`src/rtl/add64_sched.sv`:
```
// Two-requester round-robin front end for one shared, clocked 32-bit adder.
// Each 64-bit add runs as a low-word pass and then a high-word pass with the low carry chained in.
module add64_sched #(
    parameter int LAT = 1
) (
    input  logic        clock,
    input  logic        reset_n,
    input  logic [1:0]  req,
    input  logic [63:0] req0_a,
    input  logic [63:0] req0_b,
    input  logic        req0_ci,
    input  logic [63:0] req1_a,
    input  logic [63:0] req1_b,
    input  logic        req1_ci,
    output logic [1:0]  gnt,
    output logic        busy,
    output logic [31:0] add_a,
    output logic [31:0] add_b,
    output logic        add_ci,
    input  logic [31:0] add_s,
    input  logic        add_co,
    output logic [63:0] sum,
    output logic        co,
    output logic        done,
    output logic        done_id,
    output logic [1:0]  state
);

    typedef enum logic [1:0] {
        IDLE = 2'd0,
        LO   = 2'd1,
        HI   = 2'd2,
        DONE = 2'd3
    } state_t;

    localparam logic [3:0] LAT_C = 4'(LAT);

    state_t      st;
    logic [3:0]  cnt;
    logic        ptr;
    logic        id;
    logic [31:0] a_hi;
    logic [31:0] b_hi;
    logic [31:0] sum_lo;

    logic        win;
    logic [63:0] sel_a;
    logic [63:0] sel_b;
    logic        sel_ci;

    assign state = st;

    // ptr holds the last granted requester, so a tie goes to the other one.
    always_comb begin
        win = 1'b0;
        if (req == 2'b10 || (req == 2'b11 && !ptr)) begin
            win = 1'b1;
        end
        sel_a  = win ? req1_a  : req0_a;
        sel_b  = win ? req1_b  : req0_b;
        sel_ci = win ? req1_ci : req0_ci;
    end

    always_ff @(posedge clock) begin
        if (!reset_n) begin
            st      <= IDLE;
            cnt     <= 4'd0;
            ptr     <= 1'b1;
            id      <= 1'b0;
            a_hi    <= 32'd0;
            b_hi    <= 32'd0;
            sum_lo  <= 32'd0;
            gnt     <= 2'b00;
            busy    <= 1'b0;
            add_a   <= 32'd0;
            add_b   <= 32'd0;
            add_ci  <= 1'b0;
            sum     <= 64'd0;
            co      <= 1'b0;
            done    <= 1'b0;
            done_id <= 1'b0;
        end else begin
            gnt  <= 2'b00;
            done <= 1'b0;
            case (st)
                IDLE: begin
                    if (|req) begin
                        st     <= LO;
                        busy   <= 1'b1;
                        cnt    <= 4'd0;
                        gnt    <= win ? 2'b10 : 2'b01;
                        ptr    <= win;
                        id     <= win;
                        a_hi   <= sel_a[63:32];
                        b_hi   <= sel_b[63:32];
                        add_a  <= sel_a[31:0];
                        add_b  <= sel_b[31:0];
                        add_ci <= sel_ci;
                    end
                end
                LO: begin
                    if (cnt == LAT_C) begin
                        // add_ci doubles as the low-pass carry register for the high pass.
                        st     <= HI;
                        cnt    <= 4'd0;
                        sum_lo <= add_s;
                        add_a  <= a_hi;
                        add_b  <= b_hi;
                        add_ci <= add_co;
                    end else begin
                        cnt <= cnt + 4'd1;
                    end
                end
                HI: begin
                    if (cnt == LAT_C) begin
                        st      <= DONE;
                        cnt     <= 4'd0;
                        sum     <= {add_s, sum_lo};
                        co      <= add_co;
                        done_id <= id;
                        done    <= 1'b1;
                        add_a   <= 32'd0;
                        add_b   <= 32'd0;
                        add_ci  <= 1'b0;
                    end else begin
                        cnt <= cnt + 4'd1;
                    end
                end
                DONE: begin
                    st   <= IDLE;
                    busy <= 1'b0;
                end
                default: begin
                    st <= IDLE;
                end
            endcase
        end
    end

endmodule
```
`config.mk`:
```
export PLATFORM = sky130hd
export DESIGN_NAME = add64_sched
export DESIGN_NICKNAME = d
export VERILOG_FILES = /design/src/rtl/add64_sched.sv
export SDC_FILE = /design/constraint.sdc
export NUM_CORES = 1
export LEC_CHECK = 0
export BUFFER_PORTS_ARGS = -buffer_cell sky130_fd_sc_hd__clkbuf_2
export CORE_ASPECT_RATIO = 1.75
export CORE_MARGIN = 2
export CORE_UTILIZATION = 25
export CTS_CLUSTER_DIAMETER = 30
export DETAILED_ROUTE_END_ITERATION = 10
export RECOVER_POWER = 25
export SYNTH_ARGS = -nofsm -noshare
export SYNTH_HDL_FRONTEND = slang
export SYNTH_SLANG_ARGS = --single-unit
```
`constraint.sdc`:
```
create_clock -name clock -period 1.8 [get_ports clock]
set_input_delay 0.27 -clock clock [delete_from_list [all_inputs] [get_ports clock]]
set_output_delay 0.27 -clock clock [all_outputs]
set_load 0.05 [all_outputs]
```
Word level (Yosys, flattened, before mapping):

Index checks and enable logic that the tools add are counted.
W data, S select, Z words.

* multiply operators: 0
* eq/ne operators: 9
* add/sub/neg operators: 1
* multiplexer cells: 26
* magnitude comparators: 0
* bitwise logic cells: 0
* div/mod/pow operators: 0
* shift operators: 0
* reductions and logical operators: 18

Operator list (count)
* $pmux W32 S3: 2
* $mux W32: 5
* $mux W64: 2
* $reduce_and A2 Y1: 6
* $eq A2 B2 Y1 const B: 4
* $mux W2: 4
* $mux W4: 2
* $pmux W2 S4: 1
* $pmux W4 S2: 1
* $mux W1: 7
* $ne A2 B2 Y1 const B: 3
* $reduce_and A3 Y1: 2
* $add A4 B1 Y4 const B: 1
* $eq A4 B1 Y1 const B: 1
* $reduce_and A4 Y1: 1
* $reduce_bool A2 Y1: 2
* $reduce_or A2 Y1: 2
* $pmux W1 S3: 1
* $reduce_bool A3 Y1: 1
* $eq A2 B1 Y1 const B: 1
* $logic_not A2 Y1: 1
* $pmux W1 S2: 1
* $logic_and A1 B1 Y1: 1
* $logic_not A1 Y1: 1
* $logic_or A1 B1 Y1: 1

* register bits: 239
* RAM bits: 0
* latch bits: 0
* word-level logic and storage cells: 70
* memories: 0
* memory bits (read-only): 0

Logic depth before layout (Yosys ltp):

Gate-level depths: netlist of the first run.

* word-level depth: 7
* depth in mapped cells: 8
* mapped depth without buffers: 6

Least setup slack after synthesis of the first run:

Ideal clock, no wire load.

* path kind: register to register
* start: register st[0], in the netlist state[0]
* end: register add_a[0]
* required time: 1726 ps
* stages on the path, launching flop included: 9
* setup slack: -521 ps
* clock period less this slack: 2321 ps
* arrival time: 2247 ps
* path through: dfxtp_1 -> inv_1 -> ha_1 -> clkbuf_1 -> and2_1 -> clkbuf_1 -> clkbuf_1 -> nand2_1 -> a31oi_1

* cells in the longest elaborated chain, start to end: 3
* elaborated cells on any way between the ends: 9
* classes of those cells: eq/ne (5); mux (1); reduce/logical (3)

Ends and longest elaborated chain
* start, declared: RTL line 38 `state_t st;`
* start signal, assigned: RTL line 66 `st <= IDLE;`
* start signal, assigned: RTL line 88 `st <= LO;`
* start signal, assigned: RTL line 104 `st <= HI;`
* $eq A2 B1 Y1 (tied with other cells): RTL line 85 `case (st)`
* $ne A2 B2 Y1 (no source line) or $reduce_bool A3 Y1 (tied branches)
* $reduce_and A4 Y1 (no source line)
* end signal, assigned: RTL line 96 `add_a <= sel_a[31:0];`
* end signal, assigned: RTL line 107 `add_a <= a_hi;`
* end, declared: RTL line 17 `output logic [31:0] add_a,`

Parallel ways exist; a longest one is shown, timed or not.
A chain may end at the register's enable or synchronous reset.

Worst setup path in the final report of the first run:

* start: register cnt[0]
* end: register add_a[10]

* cells in the longest elaborated chain, start to end: 3
* elaborated cells on any way between the ends: 4
* classes of those cells: eq/ne (3); reduce/logical (1)

Ends and longest elaborated chain
* start, declared: RTL line 39 `logic [3:0] cnt;`
* start signal, assigned: RTL line 111 `cnt <= cnt + 4'd1;`
* start signal, assigned: RTL line 126 `cnt <= cnt + 4'd1;`
* $eq A4 B1 Y1 *: RTL line 102, 115
* $ne A2 B2 Y1 (no source line)
* $reduce_and A4 Y1 (no source line) *

Every way passes the cells marked *; elsewhere a longest branch is shown, timed or not.

==> results.cfg, run 1 <==
[outcome]
outcome = finished with violations
failed_checks = negative setup slack

[logic_synthesis]
post_synth_num_cell_types = 34
synth_cells = 1356
synthesis.area_per_instance_um2 = 7.488
ys_seq_elements = 239
library_cell_occupying_the_most_area_in_the_post_synthesis_netlist = sky130_fd_sc_hd__dfxtp_1
synth_fp_nets = 1659
yosysWarnings = 0
synth_top_area_share = 0.4712
post_synth_main_area_contributors = sky130_fd_sc_hd__dfxtp_1, sky130_fd_sc_hd__nand2_1, sky130_fd_sc_hd__a311oi_1
cell_area_synth_mm2 = 0.01015
share_of_synthesized_area_occupied_by_flip_flops_and_latches = 0.4712

[setup_path]
r2r_slack_ps = -160
cp_data_required_time_ps = 2210
timing.rr.start = cnt[0]
arrival_ps = 2370
cp_cell_instances = ha_4, or3b_4, a211oi_4, buf_6, buf_12, buf_4, clkbuf_16, a31oi_1
ff2ff_path_depth = 8
cp-start-kind = flip-flop
crit_path_top_delay_cell = sky130_fd_sc_hd__or3b_4
max_stage_delay_ps = 400
r2r-end = add_a[10]
end_kind = flip-flop
cp_max_fo = 13
timing.setup.critical_path_class = reg -> reg

[clock_network]
tritoncts_clock_tree = built
insertion_delay_ps = 540
cts.path.max_buffers = 3
cts_max_level = 2
cts_root_buf = sky130_fd_sc_hd__clkbuf_16
cts.clk_slew.worst_paths_ps = 50
cts_inserted_buffers = 44
clock-sinks = 239

[final_layout]
final_layout_size_suffix_gt1_frac = 0.2858
layout.cells.most_common_list = sky130_fd_sc_hd__nand2_1, sky130_fd_sc_hd__clkbuf_2, sky130_fd_sc_hd__dfxtp_1, sky130_fd_sc_hd__dlygate4sd3_1, sky130_fd_sc_hd__a21oi_1
mostFrequentLayoutCell = sky130_fd_sc_hd__nand2_1
nNetsFinal = 2237
fin_area_mm2 = 0.01666
area_growth_pct = 64.12

[global_route]
grt_util_all_layers = 0.1871
grt_antenna_before_repair = 2
maximum_number_of_pins_on_one_net_before_global_route_repair = 84
grt_pass1_vias = 11929
grt_first_pass_wirelength_um = 62920
grt_overflow_total = 0

[drt]
routed-via-count = 11847
routed_wire_length_per_instance_um = 16.71
ant_nets = 0
post-route-drc-count = 0
drt_first_iter_violations = 625
detail_route.vias_per_cell = 4.802
drt_pass1_iterations = 5
routed_wl_um = 41230

[sta]
hold_slack_ps = 20.09
period_minus_slack_ps = 1957
final.setup.worst_slack_ps = -157.2
max_slew_margin = 0.5505
timing.fmax_ghz = 0.5109
finalHoldViolations = 0
timing.final.crit_share = 1.087
maxSlewViolCount = 0
rsz0062_at_grt = yes
report.final.setup_viol = 63
finalClockSkew_ps = 19.28
actual_slew_at_the_worst_max_slew_pin_ps = 677.2

[floorplanning]
pin_count = 432
die_width_um = 156.3
floorplan.initialDensity = 0.2535
design.core.area_mm2 = 0.04005
rows = 97
die_h_um = 270.6
dieArea_mm2 = 0.04230

[place]
buffer_ports.inserted = 431
dpl-instance-area_mm2 = 0.01312
dp_hpwl_um = 28220
place_congestion = 0.9438

[hold_path]
hold_path_depth = 3
min_delay_worst_endpoint = b_hi[14]
hold_class = in -> reg
worstHoldStart = req0_b[46]

[power_and_ir_drop]
power.leakage_uw = 0.007200
power_report.internal_total_uw = 17460
power.switching_uw = 11680
p_seq_frac = 0.256
vdd.ir_drop.worst_mv = 0.7431
powerDensity_mw_per_mm2 = 1749
p_sw_frac = 0.4008
clock_network_fraction_of_design_power = 0.310
power_frac_comb = 0.433
totalPowerFinal_uw = 29140

[job]
cap_violations = 0
## cells in the mapped netlist, drive strengths merged
cell / instances
nand2: 525
dfxtp: 239
a21oi: 101
clkbuf: 82
nor2: 70
o21ai: 69
a21o: 66
a31oi: 66
a311oi: 64
buf: 35
ha: 8
inv: 6
and2: 3
a22oi: 2
mux2i: 2
nand3: 2
nor3: 2
nor3b: 2
or2: 2
a211oi: 1
a21bo: 1
a21boi: 1
and3: 1
nand3b: 1
nor2b: 1
nor4b: 1
o21a: 1
o311a: 1
or3b: 1
## final cells by class
class                      count  area [um2]
fill                        4030       23390
antenna                        2       5.005
inverter                       6       30.03
clock inverter                29       424.2
timing repair buffer         649        4548
multi-input combinational    994        5036
sequential                   239        4795
clock buffer                  53        1206
tap                          495       619.3
## critical path: cells and delay by family (launching register included)
family | cells | cell delay (ps)
compound gates | 2 | 340
fa+ha+maj | 1 | 130
buf+inv | 4 | 610
flops | 1 | 350
simple gates | 1 | 400
## metrics by stage
step / worst slack [ps] / util / setup TNS, ps / cells
2_1_floorplan: 4.778 / - / 0 / 1356
3_3_place_gp: -142.2 / 0.3276 / -5690 / 2218
3_5_place_dp: -273.1 / 0.3276 / -12900 / 2218
4_1_cts: -95.77 / 0.4138 / -3587 / 2459
5_1_grt: -206.1 / 0.4161 / -14790 / 2467
6_report: -157.2 / 0.4161 / -6797 / 2467
## power by group through the flow
stage               clock network, uW  logic [uW]  registers [uW]
finish                           9050       12600            7470
global route                     9480       13500            7620
CTS                              9220       12200            7430
detailed placement                  0       10400            7490
global placement                    0       10200            7490
floorplan                           0        4520            9880
## per-layer routing
metal	GRT usage	part of all wire	vias up	wire [um]
met4	0.1016	0.054	0	2234
li1	-	-	5757	-
met1	0.2014	0.37	5480	15300
met2	0.3390	0.52	475	21340
met3	0.03588	0.057	135	2354
met5	0	0	-	0
## state kept, by name (all words and copies together), names as in the netlist
register,cells
done_id,1
sum_lo,32
a_hi,32
add_b,32
id,1
add_a,32
done,1
gnt,2
add_ci,1
ptr,1
cnt,4
state,2
co,1
sum,64
b_hi,32
busy,1
## logic make-up (layout without fill, tap and decap cells)
family	Yosys count	in the layout	share of synthesized area
compound gates	373	373	0.2346
other cells	0	2	0
flops	239	239	0.4712
buf+inv	123	737	0.05213
simple gates	611	611	0.2302
fa+ha+maj	8	8	0.009859
mux	2	2	0.001972
## repair_timing
action / CTS / global route
cloned: 7 / 4
buffers inserted: 7 / 5
hold buffers: 145 / 0
pin swaps: 1 / 1
setup endpoints to repair: 69 / 65
gates resized for setup: 42 / 40
hold endpoints to repair: 124 / 0
## worst max-delay path by stage
| stage | from | to | slack [ps] |
|---|---|---|---|
| 4_1_cts | cnt[0] | add_b[15] | -100 |
| 6_report | cnt[0] | add_a[10] | -160 |
| 2_1_floorplan | state[0] | add_a[10] | 5 |
| 3_3_place_gp | cnt[1] | add_b[19] | -140 |
| 5_1_grt | cnt[1] | add_a[10] | -210 |
| 3_5_place_dp | state[0] | add_b[24] | -270 |
Power figures use the tool's default switching activity.
==> run 2: changes to the inputs <==
--- a/config.mk
+++ b/config.mk
@@ -7,11 +7,11 @@
 export LEC_CHECK = 0
 export BUFFER_PORTS_ARGS = -buffer_cell sky130_fd_sc_hd__clkbuf_2
 export CORE_ASPECT_RATIO = 1.75
-export CORE_MARGIN = 2
 export CORE_UTILIZATION = 25
 export CTS_CLUSTER_DIAMETER = 30
 export DETAILED_ROUTE_END_ITERATION = 10
 export RECOVER_POWER = 25
+export SKIP_LAST_GASP = 1
 export SYNTH_ARGS = -nofsm -noshare
 export SYNTH_HDL_FRONTEND = slang
 export SYNTH_SLANG_ARGS = --single-unit
==> run 2 against run 1 <==
The flow still finishes with violations (negative setup slack). Sequential share of layout area is 0.90 points higher. Core utilization shrank 1.3 points. Die area down 2.0%. Non-clock buffer count decreased by 22. Clock power fell by 21%. First-iteration DRC count increased by 19%. Cell area is 3.0% lower. Clock skew is 7.3 ps lower. Critical path depth rose by 1. Highest routed layer unchanged.
==> results.cfg, run 2 (same netlist as run 1, synthesis figures left out) <==
[global_route]
grt_util_all_layers = 0.1823
maximum_number_of_pins_on_one_net_before_global_route_repair = 70
grt_first_pass_wirelength_um = 59530
grt_overflow_total = 0
grt_antenna_before_repair = 1
grt_pass1_vias = 11278

[final_layout]
final-instance-count-excl-fill = 2433
largest_register_ffs = 64
layout.cells.most_common_list = sky130_fd_sc_hd__nand2_1, sky130_fd_sc_hd__clkbuf_2, sky130_fd_sc_hd__dfxtp_1, sky130_fd_sc_hd__dlygate4sd3_1, sky130_fd_sc_hd__a21oi_1
fin_area_mm2 = 0.01616
final_layout_size_suffix_gt1_frac = 0.2896
area_growth_pct = 59.12
top_register = sum
nNetsFinal = 2211
mostFrequentLayoutCell = sky130_fd_sc_hd__nand2_1

[drt]
post-route-drc-count = 0
detail_route.vias_per_cell = 4.782
routed_wire_length_per_instance_um = 16.60
routed_wl_um = 40390
drt_first_iter_violations = 744
drt_pass1_iterations = 7
ant_nets = 0
routed-via-count = 11634

[clock_network]
tritoncts_clock_tree = built
cts.path.max_buffers = 3
insertion_delay_ps = 520
clock-sinks = 239
cts.clk_slew.worst_paths_ps = 50
cts_max_level = 2
cts_root_buf = sky130_fd_sc_hd__clkbuf_16
cts_inserted_buffers = 40

[setup_path]
timing.setup.critical_path_class = reg -> reg
arrival_ps = 2430
cp_max_fo = 5
end_kind = flip-flop
r2r-end = add_b[4]
r2r_slack_ps = -200
timing.rr.start = cnt[1]
ff2ff_path_depth = 9
crit_start = cnt[1]
cp_data_required_time_ps = 2240
worstSetupEndpoint = add_b[4]
cp-start-kind = flip-flop

[sta]
timing.final.crit_share = 1.108
finalHoldViolations = 0
actual_slew_at_the_worst_max_slew_pin_ps = 707.8
finalClockSkew_ps = 11.95
rsz0062_at_grt = yes
final.setup.worst_slack_ps = -195.3
maxSlewViolCount = 0
period_minus_slack_ps = 1995
report.final.setup_viol = 88
timing.fmax_ghz = 0.5012
max_slew_margin = 0.5302

[hold_path]
hold_path_depth = 3
hold_class = in -> reg

[floorplanning]
rows = 97
pin_count = 432
die_h_um = 268.6
floorplan.initialDensity = 0.2535
dieArea_mm2 = 0.04146
design.core.area_mm2 = 0.04005
die_width_um = 154.3

[outcome]
failed_checks = negative setup slack
outcome = finished with violations

[place]
numPlacedInstances = 2218
place_congestion = 0.9190
dp_hpwl_um = 27030
dpl-instance-area_mm2 = 0.01314
buffer_ports.inserted = 431

[power_and_ir_drop]
vdd.ir_drop.worst_mv = 1.187
powerDensity_mw_per_mm2 = 1710
power.leakage_uw = 0.006953

[job]
cap_violations = 0
==> run 2: cell count changes in the layout (fill, tap and decap cells not counted), moves of 2 or more <==
cell / before / now
sky130_fd_sc_hd__and2_4: 0 / 2
sky130_fd_sc_hd__buf_12: 19 / 25
sky130_fd_sc_hd__o21ai_1: 44 / 31
sky130_fd_sc_hd__a31oi_1: 62 / 66
sky130_fd_sc_hd__clkbuf_1: 67 / 75
sky130_fd_sc_hd__clkbuf_8: 5 / 1
sky130_fd_sc_hd__dlygate4sd3_1: 145 / 116
sky130_fd_sc_hd__bufinv_16: 8 / 0
sky130_fd_sc_hd__o21ai_0: 6 / 8
sky130_fd_sc_hd__o21ai_2: 19 / 30
sky130_fd_sc_hd__clkinv_2: 3 / 7
sky130_fd_sc_hd__clkbuf_2: 369 / 360
sky130_fd_sc_hd__a31oi_4: 3 / 0
sky130_fd_sc_hd__buf_8: 4 / 2
==> run 2: cell type report <==
cell class,count,area (um2)
Inverter,6,30.03
Fill cell,4042,23890
Timing Repair Buffer,627,4395
Multi-Input combinational cell,994,5045
Antenna cell,1,2.502
Clock inverter,26,219.0
Sequential cell,239,4795
Clock buffer,45,1051
Tap cell,495,619.3
==> run 2: what timing repair did <==
action,in CTS,in global routing
hold buffers,116,0
setup endpoints to repair,101,163
gates resized for setup,38,53
hold endpoints to repair,114,0
cloned,7,8
pin swaps,1,2
setup buffers,11,7
==> run 2: routing by layer <==
layer | vias to the layer above | track usage | part of all wire
li1 | 5699 | - | -
met1 | 5429 | 0.2043 | 0.39
met2 | 406 | 0.3364 | 0.52
met3 | 100 | 0.02684 | 0.045
met4 | 0 | 0.08724 | 0.040
met5 | - | 0 | 0
==> run 2: stage by stage <==
| stage | TNS, ps | utilization | worst slack, ps | hold slack (ps) | total power, uW |
|---|---|---|---|---|---|
| floorplan | 0 | - | 4.778 | 406.0 | 14410 |
| global placement | -6670 | 0.3282 | -188.9 | 435.2 | 17730 |
| detailed placement | -8052 | 0.3282 | -225.7 | 443.4 | 17880 |
| CTS | -5828 | 0.3989 | -134.6 | 0.3054 | 27180 |
| global route | -21160 | 0.4034 | -259.9 | 9.145 | 29050 |
| finish | -8440 | 0.4034 | -195.3 | 20.29 | 27620 |
==> run 2: power by group <==
group | internal (uW) | switching (uW)
Combinational | 5020 | 7930
Sequential | 6640 | 875
Clock | 4310 | 2850
==> run 2: how the worst min path moves through the flow <==
stage / from / to / slack [ps]
2_1_floorplan: add_s[0] / sum_lo[0] / 410
5_1_grt: req1_b[47] / b_hi[15] / 9
3_5_place_dp: sum_lo[17] / sum[17] / 440
6_report: req1_b[34] / b_hi[2] / 20
3_3_place_gp: sum_lo[13] / sum[13] / 440
4_1_cts: req0_b[52] / b_hi[20] / 0.3
==> run 2: critical path, stage by stage (launching register included) <==
cell and delay (ps):
sky130_fd_sc_hd__dfxtp_2 320, sky130_fd_sc_hd__inv_2 70, sky130_fd_sc_hd__ha_4 130, sky130_fd_sc_hd__or3b_4 400, sky130_fd_sc_hd__a211oi_4 320, sky130_fd_sc_hd__buf_12 170, sky130_fd_sc_hd__buf_12 140, sky130_fd_sc_hd__clkbuf_16 160
sky130_fd_sc_hd__o21ai_2 50, sky130_fd_sc_hd__a31oi_1 150
